### config.mk
export PLATFORM = sky130hd
export DESIGN_NAME = hazard_ctrl
export DESIGN_NICKNAME = d
export VERILOG_FILES = /design/src/rtl/riscv_pkg.sv /design/src/rtl/hazard_ctrl_mul_occupancy.sv /design/src/rtl/hazard_ctrl.sv
export SDC_FILE = /design/constraint.sdc
export NUM_CORES = 1
export LEC_CHECK = 0
export CORE_UTILIZATION = 35
export CTS_CLUSTER_SIZE = 12
export DETAILED_ROUTE_END_ITERATION = 8
export PLACE_DENSITY = 0.77
export SLEW_MARGIN = 20
export SYNTH_ARGS = -nofsm -noshare
export SYNTH_HDL_FRONTEND = slang
export SYNTH_HIERARCHICAL = 1
export SYNTH_SLANG_ARGS = --single-unit
### constraint.sdc
create_clock -name clk -period 2.3 [get_ports clk]
set_input_delay 0.46 -clock clk [delete_from_list [all_inputs] [get_ports clk]]
set_output_delay 0.46 -clock clk [all_outputs]
set_load 0.005 [all_outputs]
### src/rtl/riscv_pkg.sv
// Shared definitions for the RV32I hazard controller: forwarding-select
// encodings, the x0 register index and the multiply-occupancy FSM states.
package riscv_pkg;

  localparam logic [1:0] FWD_RF   = 2'b00;
  localparam logic [1:0] FWD_W    = 2'b01;
  localparam logic [1:0] FWD_M    = 2'b10;

  localparam logic [4:0] REG_ZERO = 5'd0;

  typedef enum logic {
    IDLE     = 1'b0,
    MUL_BUSY = 1'b1
  } mul_state_t;

  // Forwarding select for one EX source operand; M beats W, x0 never forwards.
  function automatic logic [1:0] fwd_sel(input logic       wr_m,
                                         input logic [4:0] rd_m,
                                         input logic       wr_w,
                                         input logic [4:0] rd_w,
                                         input logic [4:0] rs);
    logic [1:0] sel;
    sel = FWD_RF;
    if (wr_m && (rd_m != REG_ZERO) && (rd_m == rs)) begin
      sel = FWD_M;
    end else if (wr_w && (rd_w != REG_ZERO) && (rd_w == rs)) begin
      sel = FWD_W;
    end
    return sel;
  endfunction

endpackage

### src/rtl/hazard_ctrl_mul_occupancy.sv
// Multiply occupancy of the EX stage: a two-state FSM with a down-counter.
// A start loads MUL_LAT; the counter runs down regardless of memory stalls,
// but the FSM only releases EX (MulDoneE pulse) once memory is not stalling.
import riscv_pkg::*;

module mul_occupancy #(
  parameter int MUL_LAT = 4,
  parameter int CNT_W   = 4   // 2**CNT_W must exceed MUL_LAT
) (
  input  logic clk,
  input  logic rst,           // asynchronous, active-low
  input  logic mul_start,
  input  logic mem_stall,
  output logic mul_stall,
  output logic mul_done
);

  mul_state_t       state, state_next;
  logic [CNT_W-1:0] cnt, cnt_next;

  // State and counter registers, cleared asynchronously.
  always_ff @(posedge clk or negedge rst) begin
    if (!rst) begin
      state <= IDLE;
      cnt   <= '0;
    end else begin
      state <= state_next;
      cnt   <= cnt_next;
    end
  end

  // Next-state, counter update and stall/done decode.
  always_comb begin
    state_next = state;
    cnt_next   = cnt;
    mul_stall  = 1'b0;
    mul_done   = 1'b0;
    unique case (state)
      IDLE: begin
        if (mul_start && !mem_stall) begin
          state_next = MUL_BUSY;
          cnt_next   = CNT_W'(MUL_LAT);
          mul_stall  = 1'b1;
        end
      end
      MUL_BUSY: begin
        if (cnt != '0) begin
          cnt_next  = cnt - 1'b1;
          mul_stall = 1'b1;
        end else if (!mem_stall) begin
          state_next = IDLE;
          mul_done   = 1'b1;
        end
      end
      default: begin
        state_next = IDLE;
        cnt_next   = '0;
      end
    endcase
  end

endmodule

### src/rtl/hazard_ctrl.sv
// Pipeline hazard controller for the 5-stage RV32I core: stall enables,
// D/E flushes and EX forwarding selects, all combinational, plus the
// multiply-occupancy FSM in mul_occupancy.
// Optional build macro HAZARD_PERF_CNT_EN adds saturating StallCycles and
// FlushCount performance counters.
// While rst is low every output is forced to 0 immediately.
import riscv_pkg::*;

module hazard_ctrl #(
  parameter int MUL_LAT = 4,
  parameter int CNT_W   = 4
) (
  input  logic       clk,
  input  logic       rst,
  input  logic [4:0] Rs1D,
  input  logic [4:0] Rs2D,
  input  logic [4:0] Rs1E,
  input  logic [4:0] Rs2E,
  input  logic [4:0] RdE,
  input  logic [4:0] RdM,
  input  logic [4:0] RdW,
  input  logic       RegWriteM,
  input  logic       RegWriteW,
  input  logic       LoadE,
  input  logic       PCSrcE,
  input  logic       MulStartE,
  input  logic       DMemReqM,
  input  logic       DMemReadyM,
  output logic       StallF,
  output logic       StallD,
  output logic       StallE,
  output logic       StallM,
  output logic       FlushD,
  output logic       FlushE,
  output logic [1:0] ForwardAE,
  output logic [1:0] ForwardBE,
  output logic       MulDoneE
`ifdef HAZARD_PERF_CNT_EN
  ,
  output logic [31:0] StallCycles,
  output logic [31:0] FlushCount
`endif
);

  logic mem_stall, mul_stall, lw_stall, mul_done;
  logic stall_e_raw, stall_d_raw;

  assign mem_stall = DMemReqM && !DMemReadyM;
  assign lw_stall  = LoadE && (RdE != REG_ZERO) && ((RdE == Rs1D) || (RdE == Rs2D));

  mul_occupancy #(
    .MUL_LAT (MUL_LAT),
    .CNT_W   (CNT_W)
  ) u_mul_occupancy (
    .clk       (clk),
    .rst       (rst),
    .mul_start (MulStartE),
    .mem_stall (mem_stall),
    .mul_stall (mul_stall),
    .mul_done  (mul_done)
  );

  assign stall_e_raw = mem_stall || mul_stall;
  assign stall_d_raw = stall_e_raw || lw_stall;

  // Output decode; everything is held at 0 while reset is asserted.
  always_comb begin
    StallM    = rst && mem_stall;
    StallE    = rst && stall_e_raw;
    StallD    = rst && stall_d_raw;
    StallF    = rst && stall_d_raw;
    // A taken branch under an EX stall waits: PCSrcE stays up until EX frees.
    FlushE    = rst && !stall_e_raw && (lw_stall || PCSrcE);
    FlushD    = rst && ((!stall_d_raw && PCSrcE) || (PCSrcE && !stall_e_raw));
    ForwardAE = rst ? fwd_sel(RegWriteM, RdM, RegWriteW, RdW, Rs1E) : FWD_RF;
    ForwardBE = rst ? fwd_sel(RegWriteM, RdM, RegWriteW, RdW, Rs2E) : FWD_RF;
    MulDoneE  = rst && mul_done;
  end

`ifdef HAZARD_PERF_CNT_EN
  // Saturating counters of stalled-fetch cycles and EX flushes.
  always_ff @(posedge clk or negedge rst) begin
    if (!rst) begin
      StallCycles <= '0;
      FlushCount  <= '0;
    end else begin
      if (StallF && (StallCycles != 32'hFFFF_FFFF)) StallCycles <= StallCycles + 32'd1;
      if (FlushE && (FlushCount != 32'hFFFF_FFFF)) FlushCount <= FlushCount + 32'd1;
    end
  end
`endif

endmodule

; Word-level counts from Yosys, hierarchy flattened
; Cells that the tools add are included.
; Widths: inputs -> output; s select.
[totals]
regBits = 5
wordCells = 63
out_inout_bits = 11
[op_classes]
n_eq_ne = 8
mux = 18
bitwise_logic = 1
n_reduce_logical = 33
add_sub_neg = 1
[ops]
columns = operator, n
row1 = $eq 5x5->1, 6
row2 = $logic_and 1x1->1, 19
row3 = $reduce_bool 5->1, 3
row4 = $mux 1, 9
row5 = $mux 2, 4
row6 = $mux 4, 2
row7 = $pmux 4 s2, 1
row8 = $logic_or 1x1->1, 5
row9 = $logic_not 1->1, 4
row10 = $pmux 1 s2, 2
row11 = $reduce_bool 4->1, 1
row12 = $sub 4x1->4 const B, 1
row13 = $ne 2x1->1 const B, 1
row14 = $ne 2x2->1 const B, 1
row15 = $reduce_and 2->1, 1
row16 = $not 1->1, 1

; Logic depth before layout (Yosys ltp)
; Gate-level depths: netlist (run 1).
[depth]
depth_word = 12
mapped_depth = 9

; Modules after synthesis
; The synthesis (run 1) kept the hierarchy.
[modules_own_cells]
columns = module, area_each_um2, cells_per_inst, instances
row1 = hazard_ctrl, 479.2, 61, 1
row2 = mul_occupancy, 304.0, 30, 1

; Worst setup path before layout (run 1)
; No wires, ideal clock.
[synth_timing]
path_kind = register -> output
startpoint = reg u_mul_occupancy.cnt[0]
endpoint = out StallF
t_arrival_ns = 1.610
n_path_buf = 1
required_ns = 1.840
slack_ns = 0.230
path_stages_with_launch = 10
path_cell_list = dfrtp_1 > inv_1 > ha_1 > nand2b_1 > o21ai_1 > nand2_1 > nor2_1 > nor2b_1 > o21bai_1 > buf_4
[synth_between]
elab_chain_len = 6
[synth_rtl]
columns = item, line_no
row1 = from (decl), hazard_ctrl_mul_occupancy.sv:19  ; logic [CNT_W-1:0] cnt, cnt_next;
row2 = from (signal assigned), hazard_ctrl_mul_occupancy.sv:28  ; cnt <= cnt_next;
row3 = $reduce_bool 4->1, hazard_ctrl_mul_occupancy.sv:47  ; if (cnt != '0) begin
row4 = $mux 1, hazard_ctrl_mul_occupancy.sv:47
row5 = $pmux 1 s2, hazard_ctrl_mul_occupancy.sv:38  ; unique case (state)
row6 = named net mul_stall, hazard_ctrl.sv:45  ; logic mem_stall, mul_stall, lw_stall, mul_done;
row7 = $logic_or 1x1->1, hazard_ctrl.sv:63  ; assign stall_e_raw = mem_stall || mul_stall;
row8 = $logic_or 1x1->1, hazard_ctrl.sv:64  ; assign stall_d_raw = stall_e_raw || lw_stall;
row9 = $logic_and 1x1->1, --
row10 = to (decl), hazard_ctrl.sv:29  ; output logic StallF,
; The timed path passes the listed nets, and every way through them passes these cells.

; Worst setup path in the final report (run 1)
[layout_timing]
startpoint = in Rs1E[3]
endpoint = out ForwardAE[0]
[layout_between]
elab_chain_len = 5
[layout_rtl]
columns = item, line_no
row1 = from (decl), hazard_ctrl.sv:17  ; input logic [4:0] Rs1E,
row2 = $eq 5x5->1, riscv_pkg.sv:26  ; end else if (wr_w && (rd_w != REG_ZERO) && (rd_w == rs)) begin
row3 = $logic_and 1x1->1, riscv_pkg.sv:26
row4 = $mux 1, riscv_pkg.sv:26
row5 = $mux 2 *, riscv_pkg.sv:24  ; if (wr_m && (rd_m != REG_ZERO) && (rd_m == rs)) begin
row6 = $mux 2 *, hazard_ctrl.sv:75  ; ForwardAE = rst ? fwd_sel(RegWriteM, RdM, RegWriteW, RdW, Rs1E) : FWD_RF;
row7 = to (decl), hazard_ctrl.sv:35  ; output logic [1:0] ForwardAE,
; Every way passes the cells marked *; elsewhere a longest branch is shown, timed or not.

==> results of run 1 <==
[area by class of cell]
class / instances / area (sq um)
Clock buffer: 4 / 26.3
Fill cell: 124 / 335
Inverter: 4 / 15.0
Multi-Input combinational cell: 81 / 785
Sequential cell: 5 / 125
Tap cell: 27 / 33.8
Timing Repair Buffer: 85 / 722
[per-layer routing]
layer  wire, microns  GRT usage  up-vias
met2            1780      0.511       49
met3             196     0.0436       15
met1            1170      0.283      487
met4             164      0.123        0
li1                -          -      495
met5               0          0        -
[layout by cell type (no fill, tap or decap), types with 4 or more instances in the layout]
master | Yosys | layout
nand2_1 | 5 | 4
xnor2_1 | 6 | 5
and2_1 | 4 | 4
dlygate4sd2_1 | 0 | 17
buf_4 | 1 | 28
dfrtp_1 | 5 | 5
buf_2 | 0 | 7
xor2_1 | 24 | 24
clkdlybuf4s15_1 | 0 | 6
clkdlybuf4s50_1 | 0 | 16
buf_6 | 0 | 5
nor2_1 | 6 | 5
[repair_timing]
| item | 4_1_cts | 5_1_grt |
|---|---|---|
| gates resized for setup | 84 | 26 |
| buffers inserted | 1 | 1 |
| pin swaps | 15 | 10 |
| endpoints found under the setup margin | 11 | 9 |
[sequential cells by signal (all words and copies together), names as in the netlist]
signal                 flops
u_mul_occupancy/cnt        4
u_mul_occupancy/state      1
[critical path, stage by stage]
cell	delay (ns)
dlygate4sd2_1	0.26
xor2_1	0.16
or4_4	0.54
nor4_2	0.28
buf_2	0.15
[through the flow]
| step | hold WS, ns | cell area [sq um] | util | instances | setup slack, ns |
|---|---|---|---|---|---|
| global placement | 0.519 | 1570 | 0.768 | 200 | -0.585 |
| global route | 0.317 | 1710 | 0.836 | 206 | -0.0752 |
| finish | 0.328 | 1710 | 0.836 | 206 | -0.0178 |
| detailed placement | 0.536 | 1570 | 0.768 | 200 | -0.637 |
| CTS | 0.310 | 1630 | 0.797 | 205 | 0.000427 |
| floorplan | 0.164 | 783 | - | 91 | 0.230 |
[worst max path at each step]
stage	startpoint	end	slack, ns	depth (start not counted)
final	Rs1E[3]	ForwardAE[0]	-0.02	5
after global routing	Rs1D[2]	StallF	-0.08	7
after CTS	DMemReqM	StallD	0.0004	8
after detailed placement	RdM[1]	ForwardAE[0]	-0.64	6
after global placement	RdM[1]	ForwardBE[0]	-0.58	6
after floorplan	u_mul_occupancy/cnt[0]	StallF	0.23	9
[power breakdown]
part           internal (mW)  total [mW]  switching [mW]
Combinational          0.436       0.800           0.363
Clock                 0.0653      0.0964          0.0311
Sequential             0.136       0.170          0.0336
Total                  0.638        1.07           0.428
[kinds of logic after synthesis]
logic type	Yosys count	synth area share
compound gates	10	0.0926
xor+xnor	30	0.335
fa+ha+maj	2	0.0319
buf+inv	5	0.0288
mux	3	0.0383
flops	5	0.160
simple gates	36	0.313
==> results.toml, run 1 <==
[critical_path]
cp_data_arrival_time_ns = 1.86
worstSetupStartpointType = "primary input"
crit_path_max_fanout = 2
endpoint_kind = "output pin"
reg2regPathDepth = 6
worstReg2RegStart = "u_mul_occupancy/cnt[0]"
crit_type = "primary input to output pin"
ff2ff_setup_slack_ns = 0.94
cp.required_ns = 1.84
r2r_end = "u_mul_occupancy/cnt[1]"

[logic_synthesis]
ys_seq_area_frac = 0.160
postSynthCellCount = 91
synth.distinct_cells = 30
avgSynthCellArea_sq_um = 8.61
async_flop_share = 1.00
synth.most_common_cell = "xor2_1"
synth_commonest_cells = "24 x xor2_1, 6 x nor2_1, 6 x xnor2_1"
synth_ff_type = "dfrtp_1"
syn_area_sq_um = 783
synth.net_count = 137
synth_area_leaders = "xor2_1 27%, dfrtp_1 16%, xnor2_1 6.7%"
ys_warn_count = 6
synth-edff-count = 0
synth_seq_cells = 5
yosys.area.top_type = "xor2_1"
synth_top_area_share = 0.268

[floorplan]
core_sq_um = 2040
start_util = 0.384
rows = 16
fp.dieW_microns = 49.3
ioPinCount = 55
die-area_sq_um = 2430
fp.dieH_microns = 49.3

[grt]
track_usage = 0.269
antenna_found_initial = 0
gr-total-overflow = 0
grt_pass1_wl_microns = 4950
grt_start_max_net_pins = 14
grt_pass1_vias = 1120

[drt]
drt-pass1-iter-count = 4
via_per_inst = 5.08
drtAntennaViolNets = 0
drt-total-wl_microns = 3310
vias = 1046
avgRoutedWirePerCell_microns = 16.1
drtIter0Drc = 28
drc = 0

[cts]
clk_latency_ns = 0.23
cts_sinks = 5
cts_buffer_depth = 2
path_clk_slew_ns = 0.04
cts.htree.levels = 1
hold_buffers = 0
numCtsBuffers = 3
cts_tree = "done"
cts-root-buf = "clkbuf_4"

[placed_design]
place_congestion = 0.907
portBuffers = 54
place_hpwl_microns = 2290

[timing]
worstMarginPinSlew_ns = 0.327
finalCritPeriodShare = 1.01
drv_slew = 0
setup_viol_count_final = 1
max_freq_mhz = 431
setup_total_negative_slack_ns = -0.0178
skew_ns = 0.000155
layout_min_cycle_time_ns = 2.32
slew_headroom = 0.781
worst_slack_ns = -0.0178
hold_violations = 0
rsz0062_at_grt = "yes"

[min_path]
hold_path.class = "primary input to async pin"

[pwr]
finalPower_mw = 1.07
peakVddDrop_mv = 0.632
p_leak_nw = 0.786
power_density_nw_per_um2 = 625

[run_status]
violations = "negative setup slack"
status = "complete, but fails checks"

[layout]
diodes = 0
area_delta_synth_final_pct = 118
layout-drive-gt1-share = 0.402
final_nets = 226

[flow_run]
drv_cap = 0
No activity file was read; power rests on OpenSTA's default activity.
==> inputs of run 2 (changes only) <==
--- a/config.mk
+++ b/config.mk
@@ -5,10 +5,12 @@
 export SDC_FILE = /design/constraint.sdc
 export NUM_CORES = 1
 export LEC_CHECK = 0
-export CORE_UTILIZATION = 35
+export ABC_AREA = 1
+export CAP_MARGIN = 30
+export CORE_UTILIZATION = 37
 export CTS_CLUSTER_SIZE = 12
 export DETAILED_ROUTE_END_ITERATION = 8
-export PLACE_DENSITY = 0.77
+export PLACE_DENSITY = 0.76
 export SLEW_MARGIN = 20
 export SYNTH_ARGS = -nofsm -noshare
 export SYNTH_HDL_FRONTEND = slang
==> run 2 against run 1 <==
The flow now finishes without violations. Worst setup slack gained 0.079 ns. Sequential cell count is the same. Worst hold slack gained 0.021 ns. First-iteration DRC count grew 79%. Routed wire length grew 5.4%. Total power up 41%. Synthesized cell count up 77%. Via count rose by 32%. Global-route usage is 2.5 points higher. Critical path depth is 6 higher. Sequential share of layout area fell by 0.34 points. Cell count is 36% higher.
==> results.toml, run 2 <==
[floorplan]
start_util = 0.398
core_sq_um = 2230
fp.dieH_microns = 51.0
die-area_sq_um = 2600
rows = 17
ioPinCount = 55
fp.dieW_microns = 51.0

[cts]
cts_tree = "done"
cts_sinks = 5
path_clk_slew_ns = 0.06
cts.htree.levels = 1
clk_latency_ns = 0.25
hold_buffers = 0
cts-root-buf = "clkbuf_4"
numCtsBuffers = 3
cts_buffer_depth = 2

[min_path]
hold_path.class = "primary input to async pin"

[timing]
setup_viol_count_final = 0
drv_slew = 0
slew_headroom = 0.833
worst_slack_ns = 0.0615
rsz0062_at_grt = "yes"
hold_slack_ns = 0.350
max_freq_mhz = 447
finalCritPeriodShare = 0.973
layout_min_cycle_time_ns = 2.24
hold_violations = 0
setup_total_negative_slack_ns = 0
worstMarginPinSlew_ns = 0.251
skew_ns = 0.0144

[logic_synthesis]
synth_top_area_share = 0.197
postSynthCellCount = 161
synth_area_leaders = "xnor2_1 20%, nand2_1 19%, dfrtp_1 14%"
synth_ff_type = "dfrtp_1"
synth.net_count = 207
avgSynthCellArea_sq_um = 5.53
synth-edff-count = 0
synth_commonest_cells = "45 x nand2_1, 25 x nor2_1, 20 x inv_1, 20 x xnor2_1, 13 x nand3_1"
synth.distinct_cells = 21
ys_warn_count = 6
async_flop_share = 1.00
ys_seq_area_frac = 0.141
yosys.area.top_type = "xnor2_1"
synth.most_common_cell = "nand2_1"
syn_area_sq_um = 890
synth_seq_cells = 5

[placed_design]
place_ws_ns = -0.462
portBuffers = 54
place_area_sq_um = 1540
place_congestion = 0.863
placed_cells = 253
place_hpwl_microns = 2180

[layout]
mostFrequentLayoutCells = "41 x nand2_1, 32 x buf_4, 26 x dlygate4sd2_1"
diodes = 0
layout-drive-gt1-share = 0.302
nFillCells = 152
top_register = "u_mul_occupancy/cnt"
area_delta_synth_final_pct = 101
top_regs = "u_mul_occupancy/cnt x4, u_mul_occupancy/state x1"
instances_no_fill = 280
stdcell_area_sq_um = 1790
final_common_cell = "nand2_1"
final_nets = 299
largest_reg_flops = 4

[critical_path]
path_delay_family = "simple AND/OR/NAND/NOR gates"
worst_path_largest_cell_delay_ns = 0.38
cp_num_cells = 11
cp_data_arrival_time_ns = 1.78
cp.required_ns = 1.84
crit_path_max_fanout = 2
reg2regPathDepth = 17
cp-endpoint = "FlushE"
r2r_end = "u_mul_occupancy/cnt[2]"
crit_chain = "inv_2 -> ha_4 -> nand3_2 -> nand2_2 -> nand2_2 -> or2_4 -> buf_6 -> nor2_4 -> nand3_2 -> nand2_1 -> buf_2"
crit_buf_inv = 3
endpoint_kind = "output pin"
ff2ff_setup_slack_ns = 0.09
cp_slowest_cell = "dfrtp_1"
worstSetupStartpointType = "flip-flop"
crit_type = "flip-flop to output pin"
worstSetupStartpoint = "u_mul_occupancy/cnt[1]"
worstReg2RegStart = "u_mul_occupancy/cnt[1]"

[pwr]
p_comb_frac = 0.807
power_density_nw_per_um2 = 840
p_leak_nw = 1.01
p_int_uw = 892
swShare = 0.407
share_seq_of_total_power = 0.122
power_switching_uw = 612
peakVddDrop_mv = 0.739
pwr-share-clk = 0.071

[drt]
via_per_inst = 4.91
drc = 0
vias = 1376
drtIter0Drc = 50
drt-total-wl_microns = 3490
drt-pass1-iter-count = 4
drtAntennaViolNets = 0
avgRoutedWirePerCell_microns = 12.4

[grt]
grt_pass1_vias = 1374
track_usage = 0.294
grt_start_max_net_pins = 7
gr-total-overflow = 0
grt_pass1_wl_microns = 5760
antenna_found_initial = 0

[flow_run]
drv_cap = 0

[run_status]
status = "completed"
-- run 2: cell types whose count changed in the layout (fill, tap and decap cells not counted), moves of 6 or more --
cell,delta
nand2_1,+37
xnor2_1,+14
dlygate4sd2_1,+9
clkdlybuf4s15_1,-6
inv_1,+13
inv_2,+13
nand3_1,+8
nor2_1,+15
xor2_1,-23
-- run 2: cell families (layout without fill, tap and decap cells) --
group / Yosys count / after routing / synth area share
AO/OA/AOI/OAI: 13 / 13 / 0.0830
XOR/XNOR: 21 / 21 / 0.207
adder cells (fa/ha/maj): 2 / 2 / 0.0281
buffers and inverters: 32 / 123 / 0.139
flip-flops: 5 / 5 / 0.141
AND/OR/NAND/NOR: 88 / 88 / 0.402
-- run 2: how the worst min path moves through the flow --
| stage | cells past startpoint | slack [ns] | from | to |
|---|---|---|---|---|
| after floorplan | 0 | 0.16 | rst | u_mul_occupancy/cnt[0] |
| after global placement | 2 | 0.53 | u_mul_occupancy/cnt[3] | u_mul_occupancy/cnt[3] |
| after detailed placement | 2 | 0.54 | u_mul_occupancy/cnt[3] | u_mul_occupancy/cnt[3] |
| after CTS | 2 | 0.34 | rst | u_mul_occupancy/cnt[3] |
| after global routing | 2 | 0.37 | rst | u_mul_occupancy/cnt[2] |
| final | 2 | 0.35 | rst | u_mul_occupancy/cnt[2] |
-- run 2: routing by layer --
layer	global-route usage	wire, microns
met4	0.125	133
met5	0	0
met3	0.0565	240
met2	0.572	1810
met1	0.297	1300
-- run 2: worst reg2reg max path, cell delays in order (launching register included) --
cell	delay (ns)
dfrtp_1	0.36
inv_2	0.06
ha_4	0.17
nand3_2	0.06
nand2_2	0.07
buf_6	0.13
buf_4	0.12
buf_4	0.12
buf_4	0.12
buf_4	0.12
buf_4	0.12
buf_4	0.12
buf_4	0.13
buf_4	0.12
buf_4	0.14
inv_4	0.06
nand3_2	0.06
nand2_1	0.07
-- run 2: through the flow --
step | power, mW | util
floorplan | 0.500 | -
global placement | 0.768 | 0.690
detailed placement | 0.780 | 0.690
CTS | 1.31 | 0.781
global route | 1.60 | 0.802
finish | 1.50 | 0.802
-- run 2: repair_timing --
action                     in CTS  in global routing
buffers inserted               24                  2
hold endpoints to repair        0                  0
setup endpoints to repair      11                  9
pin swaps                       9                 10
resized for setup              48                 26
-- run 2: power groups by stage --
| stage | logic, mW | clock network, mW | registers (mW) |
|---|---|---|---|
| floorplan | 0.335 | 0 | 0.165 |
| finish | 1.21 | 0.107 | 0.183 |
| global route | 1.30 | 0.115 | 0.186 |
| detailed placement | 0.606 | 0 | 0.174 |
| global placement | 0.596 | 0 | 0.172 |
| CTS | 1.03 | 0.107 | 0.173 |
-- run 2: final cells by class --
class | count | area, sq um | share of cell area
clock buffers | 4 | 26.3 | 0.0147
well taps | 28 | 35.0 | 0.0196
multi-input cells | 124 | 717 | 0.400
repair buffers | 88 | 768 | 0.429
inverters | 31 | 119 | 0.0664
flip-flops and latches | 5 | 125 | 0.0699
